<file path="config.mk">
export PLATFORM = sky130hd
export DESIGN_NAME = cs_merge_stage
export DESIGN_NICKNAME = d
export VERILOG_FILES = /design/src/rtl/cs_merge_pkg.sv /design/src/rtl/cs_chunk_add.sv /design/src/rtl/cs_merge_stage.sv
export SDC_FILE = /design/constraint.sdc
export NUM_CORES = 1
export LEC_CHECK = 0
export CORE_MARGIN = 2
export CORE_UTILIZATION = 54
export DETAILED_ROUTE_END_ITERATION = 6
export PLACE_DENSITY = 0.82
export SLEW_MARGIN = 10
export SYNTH_ARGS = -nofsm -noshare
export SYNTH_HDL_FRONTEND = slang
export SYNTH_SLANG_ARGS = --single-unit
</file>
<file path="constraint.sdc">
create_clock -name clk -period 5.3 [get_ports clk]
set_clock_uncertainty 0.1 [all_clocks]
set_input_delay 1.325 -clock clk [delete_from_list [all_inputs] [get_ports clk]]
set_output_delay 1.325 -clock clk [all_outputs]
set_load 0.1 [all_outputs]
</file>
<file path="src/rtl/cs_merge_pkg.sv">
// ---------------------------------------------------------------------------
// cs_merge_pkg
// Shared definitions for the carry-save merge stage: FSM state encoding and
// the default geometry / correction constant used by cs_merge_stage and
// cs_chunk_add.
// ---------------------------------------------------------------------------
package cs_merge_pkg;

    typedef enum logic [1:0] {
        IDLE = 2'd0,
        BUSY = 2'd1,
        DONE = 2'd2
    } state_t;

    localparam int DEF_W          = 6;
    localparam int DEF_CHUNK      = 2;
    // Unsigned arrays need no correction; the 3x3 signed multiplier
    // instance overrides this with 6'h28.
    localparam int DEF_CORR_CONST = 0;

endpackage

</file>
<file path="src/rtl/cs_chunk_add.sv">
// ---------------------------------------------------------------------------
// cs_chunk_add
// Purely combinational CHUNK-bit ripple-carry adder used to resolve one
// chunk of the carry-save pair per cycle.
//
// Ports:
//   a, b  : CHUNK-bit operands
//   cin   : carry in from the previous chunk
//   sum   : CHUNK-bit sum
//   cout  : carry out of the chunk MSB
// ---------------------------------------------------------------------------
module cs_chunk_add
    import cs_merge_pkg::*;
#(
    parameter int CHUNK = DEF_CHUNK
) (
    input  logic [CHUNK-1:0] a,
    input  logic [CHUNK-1:0] b,
    input  logic             cin,
    output logic [CHUNK-1:0] sum,
    output logic             cout
);

    always_comb begin
        logic carry;
        // NOTE: every output gets a default before the loop so no path
        // through this block can leave a value held, which would infer a latch.
        sum   = '0;
        carry = cin;
        for (int i = 0; i < CHUNK; i++) begin
            sum[i] = a[i] ^ b[i] ^ carry;
            carry  = (a[i] & b[i]) | (carry & (a[i] ^ b[i]));
        end
        cout = carry;
    end

endmodule

</file>
<file path="src/rtl/cs_merge_stage.sv">
// ---------------------------------------------------------------------------
// cs_merge_stage
// Resolves a carry-save (sum, carry) pair from a multiplier array into a
// two's-complement product. On acceptance the pair and CORR_CONST are folded
// by one 3:2 row into registered S/C; the S+C addition is then done CHUNK
// bits per cycle over W/CHUNK cycles, and the result is held until consumed.
//
// Ports:
//   clk       : clock, rising edge
//   rst       : synchronous active-high reset
//   in_valid  : upstream pair valid
//   in_ready  : stage accepts a pair this cycle (IDLE only)
//   in_sum    : W-bit sum vector
//   in_carry  : W-bit carry vector, already weight-aligned
//   out_valid : out_prod holds a result
//   out_ready : downstream consumes the result
//   out_prod  : (in_sum + in_carry + CORR_CONST) mod 2^W
//   busy      : high while resolving chunks
//   out_cout  : carry out of the final chunk (only with CS_MERGE_COUT_EN)
//
// Build option: define CS_MERGE_COUT_EN to add the out_cout port.
// ---------------------------------------------------------------------------
module cs_merge_stage
    import cs_merge_pkg::*;
#(
    parameter int           W          = DEF_W,
    parameter int           CHUNK      = DEF_CHUNK,
    parameter logic [W-1:0] CORR_CONST = W'(DEF_CORR_CONST)
) (
    input  logic         clk,
    input  logic         rst,
    input  logic         in_valid,
    output logic         in_ready,
    input  logic [W-1:0] in_sum,
    input  logic [W-1:0] in_carry,
    output logic         out_valid,
    input  logic         out_ready,
    output logic [W-1:0] out_prod,
    output logic         busy
`ifdef CS_MERGE_COUT_EN
    ,
    output logic         out_cout
`endif
);

    localparam int            NCHUNK = W / CHUNK;
    localparam int            KW     = (NCHUNK > 1) ? $clog2(NCHUNK) : 1;
    localparam logic [KW-1:0] K_LAST = KW'(NCHUNK - 1);

    state_t             state;
    logic [W-1:0]       s_q;
    logic [W-1:0]       c_q;
    logic [W-1:0]       prod_q;
    logic [KW-1:0]      k_q;
    logic               carry_q;
    logic               in_ready_q;
    logic               out_valid_q;
    logic               busy_q;

    // 3:2 compression of the incoming pair with the correction constant.
    // The majority term moves up one weight; its MSB carry has weight 2^W
    // and is dropped because the result is mod 2^W.
    logic [W-1:0]       csa_s;
    logic [W-1:0]       csa_maj;
    logic [W-1:0]       csa_c;

    assign csa_s   = in_sum ^ in_carry ^ CORR_CONST;
    assign csa_maj = (in_sum & in_carry) | (in_sum & CORR_CONST) | (in_carry & CORR_CONST);
    assign csa_c   = csa_maj << 1;

    logic [CHUNK-1:0]   a_chunk;
    logic [CHUNK-1:0]   b_chunk;
    logic [CHUNK-1:0]   add_sum;
    logic               add_cout;

    assign a_chunk = s_q[k_q*CHUNK +: CHUNK];
    assign b_chunk = c_q[k_q*CHUNK +: CHUNK];

    cs_chunk_add #(
        .CHUNK (CHUNK)
    ) u_chunk_add (
        .a    (a_chunk),
        .b    (b_chunk),
        .cin  (carry_q),
        .sum  (add_sum),
        .cout (add_cout)
    );

    // NOTE: all state updates use non-blocking assignments so every register
    // samples pre-edge values; reset is checked first inside the clocked
    // block, making it synchronous.
    always_ff @(posedge clk) begin
        if (rst) begin
            state       <= IDLE;
            s_q         <= '0;
            c_q         <= '0;
            prod_q      <= '0;
            k_q         <= '0;
            carry_q     <= 1'b0;
            in_ready_q  <= 1'b1;
            out_valid_q <= 1'b0;
            busy_q      <= 1'b0;
        end else begin
            case (state)
                IDLE: begin
                    if (in_valid && in_ready_q) begin
                        s_q        <= csa_s;
                        c_q        <= csa_c;
                        k_q        <= '0;
                        carry_q    <= 1'b0;
                        in_ready_q <= 1'b0;
                        busy_q     <= 1'b1;
                        state      <= BUSY;
                    end
                end
                BUSY: begin
                    prod_q[k_q*CHUNK +: CHUNK] <= add_sum;
                    carry_q                    <= add_cout;
                    k_q                        <= k_q + 1'b1;
                    if (k_q == K_LAST) begin
                        busy_q      <= 1'b0;
                        out_valid_q <= 1'b1;
                        state       <= DONE;
                    end
                end
                DONE: begin
                    // in_ready rises only once IDLE is reached, so nothing is
                    // accepted in the handshake cycle itself.
                    if (out_ready) begin
                        out_valid_q <= 1'b0;
                        in_ready_q  <= 1'b1;
                        state       <= IDLE;
                    end
                end
                default: begin
                    out_valid_q <= 1'b0;
                    busy_q      <= 1'b0;
                    in_ready_q  <= 1'b1;
                    state       <= IDLE;
                end
            endcase
        end
    end

    assign in_ready  = in_ready_q;
    assign out_valid = out_valid_q;
    assign out_prod  = prod_q;
    assign busy      = busy_q;

`ifdef CS_MERGE_COUT_EN
    // After the last chunk the carry register holds the final carry out and
    // stays put through DONE.
    assign out_cout = carry_q;
`endif

endmodule

</file>
Word-level counts from Yosys, hierarchy flattened
Index checks and enable logic that the tools add are counted.
- register bits after elaboration: 25
- input port bits: 16
- output and inout bits: 9
- add/subtract/negate cells: 2
- equal/unequal tests: 6
- shifts and indexed selects: 4
- mux-type cells: 17
- bitwise operators: 15
- reductions and logical operators: 9
- operator list (operator ; count):
    negator 3 -> 34 bit ; 1
    variable shift 2 x 34 -> 6 bit (first input constant) ; 1
    variable part select 2 x 34 -> 6 bit ; 1
    AND reduction 3 bit ; 4
    variable part select 6 x 4 -> 2 bit ; 2
    case mux 1 bit (3 select lines) ; 3
    2-to-1 mux 2 bit ; 4
    bitwise mux 6 bit ; 1
    2-to-1 mux 1 bit ; 6
    != test 2 bit (second input constant) ; 3
    case mux 2 bit (3 select lines) ; 1
    XOR 6 bit ; 1
    bitwise AND 5 bit ; 1
    bitwise AND 1 bit ; 4
    equality test 2 bit (second input constant) ; 2
    case mux 2 bit (2 select lines) ; 1
    AND reduction 2 bit ; 2
    XOR 1 bit ; 4
    NOT 1 bit ; 3
    adder 2 x 1 -> 2 bit (second input constant) ; 1
    equality test 2 x 1 -> 1 bit (second input constant) ; 1
    zero test 2 bit ; 1
    bitwise OR 1 bit ; 2
    case mux 1 bit (2 select lines) ; 1
    other kinds (2) ; 2

Longest topological paths before layout
Gate-level depths: netlist of the first run.
- depth after elaboration: 7
- mapped depth: 9
- mapped depth without buffers: 8

Hierarchy
A second synthesis of the first run with hierarchy kept.
- cells, all modules: 154
- area total of the unflattened synthesis: 1298.7 um2
- modules (own cells, without submodules) (module ; times used ; cells an instance ; area each (um2)):
    cs_merge_stage ; 1 ; 144 ; 1228.7
    cs_chunk_add ; 1 ; 10 ; 70.1

Least setup slack after synthesis of the first run
OpenSTA, ideal clock, no wires.
- kind: register -> register
- start point: register k_q[1]
- end point: register prod_q[1], in the netlist out_prod[1]
- data arrival time: 2.257 ns
- setup slack: 2.872 ns
- cell stages (with the launch flop): 9
- path buffers: 1
- clock period less this slack: 2.428 ns
- cell sequence: dfxtp_1 -> clkbuf_1 -> mux2i_1 -> o21ai_0 -> fa_1 -> inv_1 -> fa_1 -> or3b_1 -> a21oi_1
- cells in the longest elaborated chain, start to end: 7
- elaborated cells between the ends (all ways): 13
- those cells by class: 1 x add/sub; 4 x shift; 1 x mux; 7 x bitwise
- RTL lines (element ; RTL line ; source):
    start, declared ; cs_merge_stage.sv:54 ; logic [KW-1:0] k_q;
    start signal, assigned ; cs_merge_stage.sv:119 ; k_q <= k_q + 1'b1;
    variable part select 6 x 4 -> 2 bit, on equally long branches ; cs_merge_stage.sv:76, cs_merge_stage.sv:77 ;
    XOR 1 bit ; cs_chunk_add.sv:31, cs_chunk_add.sv:32 ;
    bitwise AND 1 bit ; cs_chunk_add.sv:32 ; carry = (a[i] & b[i]) | (carry & (a[i] ^ b[i]));
    bitwise OR 1 bit ; cs_chunk_add.sv:32 ;
    XOR 1 bit ; cs_chunk_add.sv:31 ; sum[i] = a[i] ^ b[i] ^ carry;
    variable part select 2 x 34 -> 6 bit ; cs_merge_stage.sv:117 ; prod_q[k_q*CHUNK +: CHUNK] <= add_sum;
    bitwise mux 6 bit * ; cs_merge_stage.sv:117 ;
    end signal, assigned by index ; cs_merge_stage.sv:117 ;
    end, declared ; cs_merge_stage.sv:53 ; logic [W-1:0] prod_q;
Mark *: on every way between the ends. The rest lies on a longest branch, timed or not.
A chain may end at the register's enable or synchronous reset.

Final worst setup path of the first run
- start point: register in_ready_q, in the netlist in_ready
- end point: output in_ready
- RTL lines (element ; RTL line ; source):
    start, declared ; cs_merge_stage.sv:56 ; logic in_ready_q;
    start signal, assigned ; cs_merge_stage.sv:100 ; in_ready_q <= 1'b1;
    start signal, assigned ; cs_merge_stage.sv:111 ; in_ready_q <= 1'b0;
    start signal, assigned ; cs_merge_stage.sv:131 ; in_ready_q <= 1'b1;
    end, declared ; cs_merge_stage.sv:33 ; output logic in_ready,
No word-level cell between the ends.

==> reports/results.txt, run 1 <==
Tcrit/Tclk final: 62.6%
Max Freq: 0.301 GHz
core area: 2250 sq um
Net Count, Synth: 177
WL per Instance: 13.0 microns
Avg Cell Area, Syn: 8.80 sq um
first-pass GRT wire length: 4.21 mm
RD Place Congestion: 0.796
# hold bufs at CTS: 0
Worst path max stage delay: 1.16 ns
H-tree depth: 1
clk sinks: 25
Die Y: 53.3 microns
yosys warns: 0
final hold violation count: 0
post-route ant nets: 0
num ports: 25
Worst Tran Pin Value: 0.977 ns
Synth area leader: dfxtp_1
Area contributors post-synth: dfxtp_1 (38%), ha_1 (9.5%), a21oi_1 (9.2%), nand2_1 (9.2%), nand3b_4 (4.6%)
Tot GR Track Use: 20.4%
Largest delay share family, worst path: buffers and inverters
fin crit period: 3.32 ns
Final Core Density: 69.1%
clk slew on worst S/H paths: 0.14 ns
Hold Path Class: flop to flop
status: completed
vias per cell: 5.57
CTS max path bufs: 2
P per Cell Area: 242 nW/um^2
CTS root buf: clkbuf_4
critical path type: flop to output pin
number of synthesized register bits: 25
post_cts resized: 0
Vias: 1091
Final Max Slew Viols: 0
placed inst area: 1530 sq um
Leak Pwr: 0.598 nW
most frequent cells in the layout: nand2_1 (32), dfxtp_1 (25), a21oi_1 (24), clkdlybuf4s50_1 (24), ha_1 (10)
crit path capture type: output pin
Max Cap Violations: 0
worst-path fanout max: 5
Post-Synth XOR/XNOR Area: 0.668%
Cell Area, Synth: 1310 sq um
DR iter-0 viols: 8
drt first pass iters: 4
share of cells above drive strength 1: 5.36%
Synth top area share: 38.2%
CP arrival: 1.89 ns
HPWL Detailed: 1.94 mm
Fillers: 194
Final setup viols: 0
worst path bufs/invs: 1
final WL: 2.55 mm
vias in the first global route: 1050
clk_lat worst skew: 0.32 ns
Critical Path, Cell by Cell: clkdlybuf4s50_1
relative max-transition margin: 34.7%
# diodes: 0
die area: 2840 sq um
Max IR drop VDD: 0.000214 V
area growth from synthesis to layout: 18.9%
setup bufs post-CTS: 0
Post-Syn Instances: 149
CP max-delay cell: clkdlybuf4s50_1
fin area: 1560 sq um
final global-route overflow total: 0
RSZ-0062 raised after global routing: no
post-synthesis mux area share: 2.29%
Crit path required time: 3.88 ns
Port Buffers: 24
adder-cell share of the synthesized area: 12.6%
Row Count: 17
register area share after synthesis: 38.2%
largest net degree at the start of global routing: 26
Worst setup SP type: flop
Netlist cell types: 33
final layout net count: 197
Initial Util: 58.2%
CTS tree: yes
Die Wd: 53.3 microns
total CTS buffers: 3
Compound-Gate Fraction of Synth Area: 13.2%
Simple-Gate Fraction of Synth Area: 28.1%
DRC: 0
initial antenna violation count: 0
largest family of logic cells by synthesized area: simple AND/OR/NAND/NOR gates
commonest non-fill, non-tap cell in the layout: nand2_1
final setup TNS: 0 ns
[worst paths after layout]
| kind | to | slack, ns | from | cells after the start |
|---|---|---|---|---|
| setup / recovery | in_ready | 1.98 | in_ready | 1 |
| hold / removal | out_prod[3] | 0.36 | out_prod[3] | 2 |
| setup reg to reg | out_prod[5] | 2.65 | k_q[1] | 7 |
| hold reg to reg | out_prod[3] | 0.36 | out_prod[3] | 2 |
[tightest hold or removal path, stage by stage, from the launching register on]
cell and delay (ns):
dfxtp_1 0.33, nand2_1 0.05, a21oi_1 0.05
[cells by family (layout without fill, tap and decap cells)]
kind of cell,Yosys count,in the layout
muxes,3,3
AOI/OAI and AO/OA,32,32
adders and majority gates,12,12
DFF,25,25
xor gates and xnor gates,1,1
and+or+nand+nor,64,64
buffers and inverters,12,31
[sequential cells by signal, indices dropped and copies added (netlist names)]
| name | count |
|---|---|
| in_ready | 1 |
| k_q | 2 |
| carry_q | 1 |
| s_q | 6 |
| out_prod | 6 |
| out_valid | 1 |
| state | 2 |
| c_q | 5 |
| busy | 1 |
[synthesized netlist by cell type (all sizes together)]
master / number
a211oi: 1
a21oi: 24
a2bb2oi: 1
a31oi: 1
and4b: 1
and4bb: 1
buf: 5
clkbuf: 4
dfxtp: 25
fa: 2
ha: 10
inv: 3
mux2i: 3
nand2: 32
nand2b: 3
nand3: 4
nand3b: 5
nand4: 2
nand4bb: 1
nor2: 7
nor2b: 2
nor3: 1
nor3b: 2
o21a: 1
o21ai: 3
o21bai: 1
or3: 1
or3b: 2
xnor2: 1
[metrics by stage]
stage               std cells  setup slack, ns  power (mW)  hold WS [ns]
floorplan                 149             2.87       0.272         0.336
global placement          192             2.38       0.292         0.337
detailed placement        192             2.32       0.296         0.344
CTS                       196             1.97       0.381         0.362
global route              196             1.92       0.398         0.378
finish                    196             1.98       0.377         0.358
[per-layer routing]
| metal | part of all wire, % | track usage (%) | vias to the layer above |
|---|---|---|---|
| met1 | 41 | 21.1 | 513 |
| met2 | 54 | 39.7 | 28 |
| met5 | 0 | 0 | - |
| met4 | 1.7 | 8.97 | 0 |
| met3 | 3.6 | 2.54 | 5 |
| li1 | - | - | 545 |
[report_power, final]
group          internal [mW]  switching [mW]
clock network         0.0283          0.0574
logic                 0.0339          0.0496
registers              0.197          0.0109
[layout make-up]
cell class / instances / area [sq um] / area share [%]
Multi-Input combinational cell: 112 / 744 / 47.8
Sequential cell: 25 / 500 / 32.1
Timing Repair Buffer: 24 / 240 / 15.4
Tap cell: 28 / 35.0 / 2.25
Clock buffer: 3 / 22.5 / 1.44
Inverter: 3 / 11.3 / 0.722
Clock inverter: 1 / 5.00 / 0.321
(Power assumes the default switching activity.)
==> run 2: changes to the inputs <==
- CORE_UTILIZATION: 54 -> 51
- PLACE_DENSITY: 0.82 -> 0.79
- clock period: 5.3 -> 3.12 ns (I/O delays scaled with it)
==> run 2 against run 1 <==
  * Critical path depth grew 6
  * Via count decreased by 0.55%
  * Critical path type is now flop to flop
  * Largest cell class unchanged
  * Largest power group unchanged
  * Sequential power rose by 71%
  * Register-to-register slack got worse by 2.1 ns
  * Non-clock buffer count unchanged
  * Cell area shrank 1.4%
  * Highest routed layer unchanged
  * Worst setup slack worse by 1.4 ns
  * Routed wire length decreased by 0.98%
  * Hold slack better by 0.0064 ns
  * Combinational power up 66%
  * Final cell count grew 1.0%
==> reports/results.txt, run 2 (same netlist as run 1, synthesis figures left out) <==
most frequent cells in the layout: nand2_1 (32), dfxtp_1 (25), a21oi_1 (24)
CTS root buf: clkbuf_4
Reg2Reg Depth: 7 (unchanged)
vias per cell: 5.48 (-1.6%)
Vias: 1085 (-0.55%)
total CTS buffers: 3 (unchanged)
DR iter-0 viols: 8 (unchanged)
clk sinks: 25 (unchanged)
cell mode on critical path: fa_1
Port Buffers: 24 (unchanged)
Final setup viols: 0 (unchanged)
WL per Instance: 12.7 microns (-2.0%)
# hold bufs at CTS: 0 (unchanged)
Worst path max stage delay: 0.55 ns (-0.61 ns)
relative max-transition margin: 41.0% (+6.3 points)
final global-route overflow total: 0 (unchanged)
RR Startpoint: k_q[1]
final layout net count: 197 (unchanged)
worst path bufs/invs: 1 (unchanged)
crit path capture type: flop
area growth from synthesis to layout: 17.3%
Crit path required time: 3.26 ns (-0.62 ns)
setup bufs post-CTS: 0 (unchanged)
vias in the first global route: 1025 (-2.4%)
worst hold path stage count: 2 (unchanged)
CP max-delay cell: dfxtp_1
largest net degree at the start of global routing: 26 (unchanged)
DRC: 0 (unchanged)
status: completed
first-pass GRT wire length: 4.40 mm (+4.4%)
placed cells: 194 (+1.0%)
Tcrit/Tclk final: 81.7%
RD Place Congestion: 0.763 (-4.2%)
Tot GR Track Use: 20.5% (+0.17 points)
Row Count: 18 (+1)
Max Cap Violations: 0 (unchanged)
Placement Setup Slack: 0.615 ns (-1.71 ns)
share of cells above drive strength 1: 10.1% (+4.8 points)
Die Y: 54.7 microns (+2.7%)
# diodes: 0 (unchanged)
reg2reg end: out_prod[3]
post-route ant nets: 0 (unchanged)
final cell count without fillers: 198 (+1.0%)
final hold violation count: 0 (unchanged)
worst-path fanout max: 9 (+4)
setup ws final: 0.572 ns (-1.41 ns)
Largest delay share family, worst path: adder cells
clk slew on worst S/H paths: 0.14 ns (about the same)
Final Max Slew Viols: 0 (unchanged)
final WL: 2.52 mm (-0.98%)
Max Freq: 0.393 GHz
reg2reg setup slack: 0.57 ns (-2.08 ns)
commonest non-fill, non-tap cell in the layout: nand2_1
Max IR drop VDD: 0.000293 V (+37%)
H-tree depth: 1 (unchanged)
hold_sp: c_q[1]
Worst setup SP type: flop
CTS tree: yes
num ports: 25 (unchanged)
final setup TNS: 0 ns (unchanged)
RSZ-0062 raised after global routing: no
initial antenna violation count: 0 (unchanged)
CP arrival: 2.69 ns (+0.80 ns)
fin crit period: 2.55 ns
drt first pass iters: 7 (+3)
post_cts resized: 0 (unchanged)
Hold Path Class: flop to flop
Leak Pwr: 0.612 nW (+2.3%)
core area: 2450 sq um (+8.9%)
critical path type: flop to flop
clk_lat worst skew: 0.32 ns (about the same)
HPWL Detailed: 1.90 mm (-2.3%)
die area: 2990 sq um (+5.4%)
Worst Tran Pin Value: 0.882 ns (-0.0948 ns)
P per Cell Area: 418 nW/um^2 (+73%)
Initial Util: 53.4% (-4.7 points)
Die Wd: 54.7 microns (+2.7%)
Critical Path, Cell by Cell: mux2i_1 -> o21ai_0 -> fa_1 -> inv_1 -> fa_1 -> or3_1 -> a21oi_1
Hold EP: c_q[1]
CTS max path bufs: 2 (unchanged)
==> run 2: tightest hold or removal path: stages, from the launching register on <==
cell and delay, ns:
dfxtp_1 0.34, nand2_1 0.05, a21oi_1 0.05
==> run 2: worst max path at each step <==
stage,startpoint,to,slack (ns),cells past startpoint
finish,k_q[1],out_prod[3],0.57,7
floorplan,k_q[1],out_prod[1],0.69,8
detailed placement,k_q[1],out_prod[3],0.62,7
global route,k_q[0],out_prod[5],0.40,8
CTS,k_q[1],out_prod[3],0.57,7
global placement,k_q[1],out_prod[5],0.71,7
==> run 2: routing by layer <==
| layer | global-route usage (%) | wire length [microns] | share of wire, % |
|---|---|---|---|
| met1 | 23.8 | 1150 | 46 |
| met3 | 2.46 | 92 | 3.6 |
| met5 | 0 | 0 | 0 |
| met2 | 37.3 | 1220 | 49 |
| met4 | 8.75 | 54 | 2.1 |
==> run 2: where the power goes <==
group | leakage, nW | total (mW) | internal (mW) | switching, mW
clock network | 0.0150 | 0.148 | 0.0501 | 0.0983
logic | 0.393 | 0.139 | 0.0558 | 0.0833
registers | 0.204 | 0.355 | 0.335 | 0.0194
total | 0.612 | 0.642 | 0.441 | 0.201
==> run 2: metrics by stage <==
step | total power [mW] | instance area, sq um | utilization (%) | hold WS, ns
2_1_floorplan | 0.462 | 1310 | - | 0.336
3_3_place_gp | 0.496 | 1510 | 61.6 | 0.341
3_5_place_dp | 0.500 | 1510 | 61.6 | 0.351
4_1_cts | 0.642 | 1540 | 62.6 | 0.367
5_1_grt | 0.674 | 1540 | 62.6 | 0.395
6_report | 0.642 | 1540 | 62.6 | 0.365
==> run 2: cell type report <==
cell class	instances	area [sq um]
repair buffers	24	218
well taps	30	37.5
flip-flops and latches	25	500
clock buffers	4	26.3
multi-input cells	112	744
fillers	217	917
inverters	3	11.3
